## src/rtl/seq_div8_if.sv

```systemverilog
// Operand/result bundle for the sequential divider; master drives requests, slave is the divider.
interface seq_div8_if #(
   parameter int unsigned WIDTH = 8
) ();
   logic             start;
   logic [WIDTH-1:0] dividend;
   logic [WIDTH-1:0] divisor;
   logic             busy;
   logic             done;
   logic [WIDTH-1:0] quotient;
   logic [WIDTH-1:0] remainder;
   logic             div_by_zero;

   modport master (
      output start, dividend, divisor,
      input  busy, done, quotient, remainder, div_by_zero
   );

   modport slave (
      input  start, dividend, divisor,
      output busy, done, quotient, remainder, div_by_zero
   );
endinterface

```

## src/rtl/seq_div8.sv

```systemverilog
// Sequential restoring divider, one quotient bit per clock, results held until the next done.
// Define DIV_SIGNED_EN for two's complement operands (truncating division).
module seq_div8 #(
   parameter int unsigned WIDTH = 8
) (
   input logic        clk,
   input logic        rst_n,
   seq_div8_if.slave  bus
);
   localparam int unsigned CntW = $clog2(WIDTH);

   typedef enum logic {StIdle, StCalc} state_e;

   state_e           state_q, state_d;
   logic [CntW-1:0]  cnt_q, cnt_d;
   logic [WIDTH-1:0] rem_q, rem_d;
   logic [WIDTH-1:0] dvd_q, dvd_d;
   logic [WIDTH-1:0] dvs_q, dvs_d;
   logic             busy_q, busy_d;
   logic             done_q, done_d;
   logic [WIDTH-1:0] quot_q, quot_d;
   logic [WIDTH-1:0] remd_q, remd_d;
   logic             dbz_q, dbz_d;

   logic [WIDTH:0]   r_shift;
   logic [WIDTH+1:0] trial_sum;
   logic             no_borrow;
   logic [WIDTH-1:0] rem_next;
   logic [WIDTH-1:0] quot_raw;
   logic [WIDTH-1:0] a_mag, b_mag;
   logic [WIDTH-1:0] quot_fix, rem_fix;
   logic             unused_trial_msb;

   // Trial subtract as add of inverted divisor with carry-in; carry out means no borrow.
   assign r_shift          = {rem_q, dvd_q[WIDTH-1]};
   assign trial_sum        = {1'b0, r_shift} + {1'b0, ~{1'b0, dvs_q}} + (WIDTH+2)'(1);
   assign no_borrow        = trial_sum[WIDTH+1];
   assign rem_next         = no_borrow ? trial_sum[WIDTH-1:0] : r_shift[WIDTH-1:0];
   assign quot_raw         = {dvd_q[WIDTH-2:0], no_borrow};
   assign unused_trial_msb = trial_sum[WIDTH];

`ifdef DIV_SIGNED_EN
   logic a_neg, b_neg;
   logic negq_q, negq_d;
   logic negr_q, negr_d;

   assign a_neg    = bus.dividend[WIDTH-1];
   assign b_neg    = bus.divisor[WIDTH-1];
   assign a_mag    = a_neg ? -bus.dividend : bus.dividend;
   assign b_mag    = b_neg ? -bus.divisor : bus.divisor;
   assign quot_fix = negq_q ? -quot_raw : quot_raw;
   assign rem_fix  = negr_q ? -rem_next : rem_next;

   always_comb begin
      negq_d = negq_q;
      negr_d = negr_q;
      if (state_q == StIdle && bus.start) begin
         negq_d = a_neg ^ b_neg;
         negr_d = a_neg;
      end
   end

   always_ff @(posedge clk or negedge rst_n) begin
      if (!rst_n) begin
         negq_q <= 1'b0;
         negr_q <= 1'b0;
      end else begin
         negq_q <= negq_d;
         negr_q <= negr_d;
      end
   end
`else
   assign a_mag    = bus.dividend;
   assign b_mag    = bus.divisor;
   assign quot_fix = quot_raw;
   assign rem_fix  = rem_next;
`endif

   always_comb begin
      state_d = state_q;
      cnt_d   = cnt_q;
      rem_d   = rem_q;
      dvd_d   = dvd_q;
      dvs_d   = dvs_q;
      busy_d  = busy_q;
      done_d  = 1'b0;
      quot_d  = quot_q;
      remd_d  = remd_q;
      dbz_d   = dbz_q;
      unique case (state_q)
         StIdle: begin
            if (bus.start) begin
               if (bus.divisor == '0) begin
                  done_d = 1'b1;
                  dbz_d  = 1'b1;
                  quot_d = '1;
                  remd_d = bus.dividend;
               end else begin
                  dvd_d   = a_mag;
                  dvs_d   = b_mag;
                  rem_d   = '0;
                  cnt_d   = CntW'(WIDTH - 1);
                  busy_d  = 1'b1;
                  state_d = StCalc;
               end
            end
         end
         StCalc: begin
            rem_d = rem_next;
            dvd_d = quot_raw;
            cnt_d = cnt_q - CntW'(1);
            if (cnt_q == '0) begin
               state_d = StIdle;
               busy_d  = 1'b0;
               done_d  = 1'b1;
               quot_d  = quot_fix;
               remd_d  = rem_fix;
               dbz_d   = 1'b0;
            end
         end
         default: state_d = StIdle;
      endcase
   end

   always_ff @(posedge clk or negedge rst_n) begin
      if (!rst_n) begin
         state_q <= StIdle;
         cnt_q   <= '0;
         rem_q   <= '0;
         dvd_q   <= '0;
         dvs_q   <= '0;
         busy_q  <= 1'b0;
         done_q  <= 1'b0;
         quot_q  <= '0;
         remd_q  <= '0;
         dbz_q   <= 1'b0;
      end else begin
         state_q <= state_d;
         cnt_q   <= cnt_d;
         rem_q   <= rem_d;
         dvd_q   <= dvd_d;
         dvs_q   <= dvs_d;
         busy_q  <= busy_d;
         done_q  <= done_d;
         quot_q  <= quot_d;
         remd_q  <= remd_d;
         dbz_q   <= dbz_d;
      end
   end

   assign bus.busy        = busy_q;
   assign bus.done        = done_q;
   assign bus.quotient    = quot_q;
   assign bus.remainder   = remd_q;
   assign bus.div_by_zero = dbz_q;
endmodule
```

## src/flat_wrapper.sv

```systemverilog
// flat-port wrapper written by rule: the top's interface ports become plain ports
module seq_div8_flat 
#(
   parameter int unsigned WIDTH = 8
)
  (clk, rst_n, bus_start, bus_dividend, bus_divisor, bus_busy, bus_done, bus_quotient, bus_remainder, bus_div_by_zero);
  seq_div8_if #(.WIDTH(WIDTH)) bus_i ();
  input logic clk;
  input logic rst_n;
  input wire logic [$bits(bus_i.start)-1:0] bus_start;
  input wire logic [$bits(bus_i.dividend)-1:0] bus_dividend;
  input wire logic [$bits(bus_i.divisor)-1:0] bus_divisor;
  output wire logic [$bits(bus_i.busy)-1:0] bus_busy;
  output wire logic [$bits(bus_i.done)-1:0] bus_done;
  output wire logic [$bits(bus_i.quotient)-1:0] bus_quotient;
  output wire logic [$bits(bus_i.remainder)-1:0] bus_remainder;
  output wire logic [$bits(bus_i.div_by_zero)-1:0] bus_div_by_zero;
  assign bus_i.start = bus_start;
  assign bus_i.dividend = bus_dividend;
  assign bus_i.divisor = bus_divisor;
  assign bus_busy = bus_i.busy;
  assign bus_done = bus_i.done;
  assign bus_quotient = bus_i.quotient;
  assign bus_remainder = bus_i.remainder;
  assign bus_div_by_zero = bus_i.div_by_zero;
  seq_div8 #(.WIDTH(WIDTH)) u_core (.clk(clk), .rst_n(rst_n), .bus(bus_i));
endmodule
```

## config.mk

```make
export PLATFORM = sky130hd
export DESIGN_NAME = seq_div8_flat
export DESIGN_NICKNAME = d
export VERILOG_FILES = /design/src/rtl/seq_div8_if.sv /design/src/rtl/seq_div8.sv /design/src/flat_wrapper.sv
export SDC_FILE = /design/constraint.sdc
export NUM_CORES = 1
export LEC_CHECK = 0
export CORE_MARGIN = 2
export CORE_UTILIZATION = 60
export CTS_BUF_LIST = sky130_fd_sc_hd__clkbuf_4
export CTS_CLUSTER_SIZE = 25
export DETAILED_ROUTE_END_ITERATION = 10
export DONT_BUFFER_PORTS = 1
export PLACE_DENSITY_LB_ADDON = 0.2
export SYNTH_ARGS = -nofsm -noshare
export SYNTH_HDL_FRONTEND = slang
export SYNTH_SLANG_ARGS = --single-unit
```

## constraint.sdc

```tcl
create_clock -name clk -period 4.8 [get_ports clk]
set_input_delay 1.2 -clock clk [delete_from_list [all_inputs] [get_ports clk]]
set_output_delay 1.2 -clock clk [all_outputs]
set_load 0.05 [all_outputs]
```

==> reports/metrics.csv, run 1 <==
metric,value,unit
routed length per placed instance,17.45,um
Post-synth ARST share,1.000,
clock root buffer,clkbuf_4,
Row Count,23,
final setup fails,0,
nets@finish,268,
HP Class,in -> async,
"Cell Area, Synth",2482,um^2
net count of the mapped netlist,270,
WL final,5.044,mm
Slew @ Worst Pin,1.035,ns
Cells after Synth,240,
post-synthesis cell type count,51,
crit-path max FO,28,
Port Buffer Count,0,
GPL Wtd Cong,0.8327,
Total GRT Usage,0.2434,
Post-CTS Setup Bufs,0,
Critical Path Start Type,primary input,
Slew HR,0.3100,
top cell type's share of synthesized area,0.4738,
Crit Path Category,in -> reg,
Max clock buf depth,2,
H-Tree Level Count,2,
Max Cap Viol,0,
Worst-path clk slew,0.15,ns
top post-synthesis cells by count,"dfrtp_1 (47), nand2_1 (30), nor2_1 (23)",
hold_buf cts,0,
Worst EP arrival,2.66,ns
non-filler instance count after layout,289,
worst skew pair latency,0.37,ns
drc violations,0,
"top cells by area, synth","dfrtp_1 (47%), ha_1 (5.0%), nand2_1 (4.5%)",
TritonCTS clock tree,done,
register area share after synthesis,0.4738,
main flop type after synthesis,dfrtp_1,
fin. max-slew vios,0,
die area,4668,um^2
most common cell in the netlist,dfrtp_1,
first-pass GRT wire length,8.211,mm
synthesis-to-finish area growth,1.159,%
dpl hpwl,3.623,mm
required time worst endpoint,5.09,ns
post-synth top area cell,dfrtp_1,
Synth warnings,0,
status,"complete, no violations",
1st-pass router iterations,7,
die width,68.32,um
total grt overflow,0,
vias in the first global route,1649,
pin count of the biggest net entering global routing,48,
mean number of vias per cell,5.893,
unrepaired setup endpoints after global routing,no,
final hold vios,0,
number of flops mapped to enable cells by yosys,0,
fraction of layout cells with a size suffix above 1,0.1213,
final setup TNS,0,ns
CTS buffer count,5,
CTS sink count,47,
ANT nets after route,0,
crit end category,flip-flop,
DP Cell Count,281,
Fmax,421.8,MHz
Initial Utilization,0.6206,
n_diodes,0,
Iter 0 DRT Violations,123,
period utilization,0.4939,
CORE AREA,4000,um^2
Yosys reg bits,47,
die height,68.32,um
post-CTS sizing,0,
Tmin final,2.371,ns
initial antenna violation count,0,
Fin Clk Skew,0.007540,ns
Via Count,1703,
io pins,38,
"Avg Cell Area, Syn",10.34,um^2
routing by layer:
layer  part of all wire  track usage  wire [um]
met5                  0            0          0
met4              0.011      0.07500         55
met3              0.049      0.06743        247
met2               0.48       0.3847       2408
met1               0.46       0.3252       2333
layout make-up:
cell class	count	area, um^2
clock buffers	5	37.54
clock inverters	3	20.02
fillers	323	1489
inverters	19	71.32
multi-input cells	164	1136
flip-flops and latches	47	1176
well taps	50	62.56
repair buffers	1	7.507
flip-flops by register name, indices dropped and copies added (netlist names), 3 cells and up:
register / flops
u_core.bus.quotient: 8
u_core.bus.remainder: 8
u_core.dvd_q: 8
u_core.dvs_q: 8
u_core.rem_q: 8
u_core.cnt_q: 3
stage by stage:
step	util	instance area, um^2	setup slack [ns]	hold WS [ns]
floorplan	-	2482	2.519	0.4638
global placement	0.6134	2454	2.078	0.4951
detailed placement	0.6134	2454	2.015	0.5059
CTS	0.6278	2511	2.418	0.4891
global route	0.6278	2511	2.269	0.4721
finish	0.6278	2511	2.429	0.4938
placed cells by master (no fill, tap or decap), types with 5 or more instances in the layout:
cell type / n
ha_1: 10
o21ai_0: 14
a31oi_1: 9
dfrtp_1: 47
and3_1: 6
a21oi_1: 8
nor2_1: 23
nand2_1: 30
o22a_2: 6
inv_1: 19
mux2i_1: 7
clkbuf_4: 5
final timing paths:
| path | startpoint | end | slack [ns] | cells past startpoint |
|---|---|---|---|---|
| max | bus_divisor[1] | u_core.bus.remainder[1] | 2.43 | 5 |
| min | rst_n | u_core.bus.done | 0.49 | 0 |
| max reg2reg | u_core.state_q | u_core.cnt_q[2] | 2.53 | 5 |
| min reg2reg | u_core.rem_q[7] | u_core.rem_q[7] | 0.53 | 1 |
| max in group asynchronous | rst_n | u_core.dvs_q[4] | 4.21 | 0 |
| min in group clk | u_core.rem_q[7] | u_core.rem_q[7] | 0.53 | 1 |
critical path: stages:
cell and delay (ns):
nor4_4 0.29, nand2_2 0.16, o21ai_4 0.58, o21ai_0 0.20, o22a_2 0.22
kinds of logic after synthesis:
logic type / Yosys count / share of synthesized area
AOI/OAI and AO/OA: 63 / 0.1941
xor gates and xnor gates: 4 / 0.01412
adders and majority gates: 11 / 0.05847
buffers and inverters: 29 / 0.06855
DFF: 47 / 0.4738
muxes: 9 / 0.03881
and+or+nand+nor: 77 / 0.1522
Power of run 1 is not shown: default switching activity piles up to over one toggle a cycle in this logic, so the estimate is an artifact.
==> run 2: changes to the inputs <==
==> constraint.sdc (replaced) <==
create_clock -name clk -period 2.2 [get_ports clk]
set_input_delay 0.55 -clock clk [delete_from_list [all_inputs] [get_ports clk]]
set_output_delay 0.55 -clock clk [all_outputs]
set_load 0.05 [all_outputs]
==> run 2 against run 1 <==
  * Worst setup slack worse by 2.4 ns
  * Critical path type is now reg -> reg
  * Clock skew hardly changed
  * Critical endpoint is now u_core.bus.remainder[6]
  * Flip-flop and latch count stayed put
  * Final cell count is 4.2% higher
  * Die area stayed put
  * Critical path depth is 4 higher
  * Sequential share of layout area is 2.3 points lower
  * Count of clock-buffer cells in the layout stayed put
==> reports/metrics.csv, run 2 (synthesized netlist as in run 1, its figures left out) <==
metric,value,unit
total grt overflow,0,
HP Class,in -> async,
die width,68.32,um
Max Cap Viol,0,
CORE AREA,4000,um^2
synthesis-to-finish area growth,6.300,%
"Design Area, Final",2639,um^2
area of the multi-input gates,1154,um^2
Reg2Reg Depth,9,
first-pass GRT wire length,8.562,mm
fraction of layout cells with a size suffix above 1,0.1713,
Worst-path clk slew,0.14,ns
n_diodes,0,
mean number of vias per cell,5.950,
R2R Path End,u_core.bus.remainder[6],
Worst path top cell family by delay,compound AO/OA/AOI/OAI gates,
nets@finish,280,
WP depth,9,
final setup fails,0,
initial antenna violation count,0,
Worst EP arrival,2.38,ns
1st-pass router iterations,4,
period utilization,0.9721,
die height,68.32,um
die area,4668,um^2
worst skew pair latency,0.36,ns
Layout fillers,311,
final hold vios,0,
Port Buffer Count,0,
dpl hpwl,3.663,mm
worst path cell trace,inv_1 -> ha_1 -> fa_2 -> nand2b_1 -> a21oi_1 -> o21a_1 -> or3_1 -> a31oi_4 -> o221ai_1,
Tmin final,2.139,ns
required time worst endpoint,2.44,ns
critical path buffer and inverter count,1,
ANT nets after route,0,
CTS buffer count,5,
CTS sink count,47,
Crit path largest cell delay,0.39,ns
"commonest cells after routing, fill and taps aside","dfrtp_1 (47), nand2_1 (30), nor2_1 (23)",
Reg-to-Reg Start,u_core.dvd_q[7],
"most common cell after layout, fill and taps aside",dfrtp_1,
GPL Wtd Cong,0.8533,
Slew @ Worst Pin,0.4937,ns
Initial Utilization,0.6206,
TritonCTS clock tree,done,
Slew HR,0.6709,
Fin Clk Skew,0.007143,ns
io pins,38,
crit end category,flip-flop,
Via Count,1791,
status,"complete, no violations",
clock root buffer,clkbuf_4,
Iter 0 DRT Violations,161,
Fmax,467.6,MHz
Crit Path Category,reg -> reg,
fin. max-slew vios,0,
"Slowest-stage cell, CP",dfrtp_1,
pin count of the biggest net entering global routing,48,
WL final,5.230,mm
H-Tree Level Count,2,
Row Count,23,
vias in the first global route,1740,
Critical Path Start Type,flip-flop,
drc violations,0,
Post-DP Area,2514,um^2
routed length per placed instance,17.38,um
crit-path max FO,3,
FF+latch area,1176,um^2
Reg2Reg Setup Slack,0.06,ns
Total GRT Usage,0.2498,
Max clock buf depth,2,
## run 2: per-stage QoR
step           setup WS [ns]  setup TNS, ns  hold slack, ns  instances  utilization
2_1_floorplan         0.3606              0          0.2544        240            -
3_3_place_gp          0.1131              0          0.2557        289       0.6284
3_5_place_dp         0.07703              0          0.2555        289       0.6284
4_1_cts              0.04418              0         0.01619        298       0.6497
5_1_grt            -0.006670      -0.006670         0.01913        301       0.6597
6_report             0.06131              0         0.01821        301       0.6597
## run 2: what timing repair did
| action | 4_1_cts | 5_1_grt |
|---|---|---|
| resized for setup | 0 | 4 |
| hold buffers | 1 | 0 |
| endpoints found under the setup margin | 0 | 3 |
| buffers inserted | 0 | 3 |
| endpoints found under the hold margin | 47 | 0 |
## run 2: layout make-up
type	count	area share
Clock buffer	5	0.01422
Multi-Input combinational cell	164	0.4372
Sequential cell	47	0.4457
Tap cell	50	0.02371
Timing Repair Buffer	13	0.04457
Inverter	19	0.02703
Clock inverter	3	0.007587
## run 2: per-layer routing
metal	track usage	up-vias	routed length, um
met5	0	-	0
met4	0.07000	0	37
met3	0.05757	4	270
met2	0.4029	46	2596
met1	0.3372	878	2325
li1	-	863	-
## run 2: how the worst max path moves through the flow
| stage | startpoint | to | slack (ns) |
|---|---|---|---|
| floorplan | u_core.rem_q[5] | u_core.bus.remainder[2] | 0.36 |
| global placement | u_core.dvs_q[0] | u_core.bus.remainder[6] | 0.11 |
| detailed placement | u_core.dvs_q[0] | u_core.bus.remainder[6] | 0.08 |
| CTS | u_core.dvs_q[0] | u_core.bus.remainder[6] | 0.04 |
| global route | u_core.dvd_q[7] | u_core.bus.remainder[6] | -0.007 |
| finish | u_core.dvd_q[7] | u_core.bus.remainder[6] | 0.06 |
Power of run 2 is left out for the same reason.
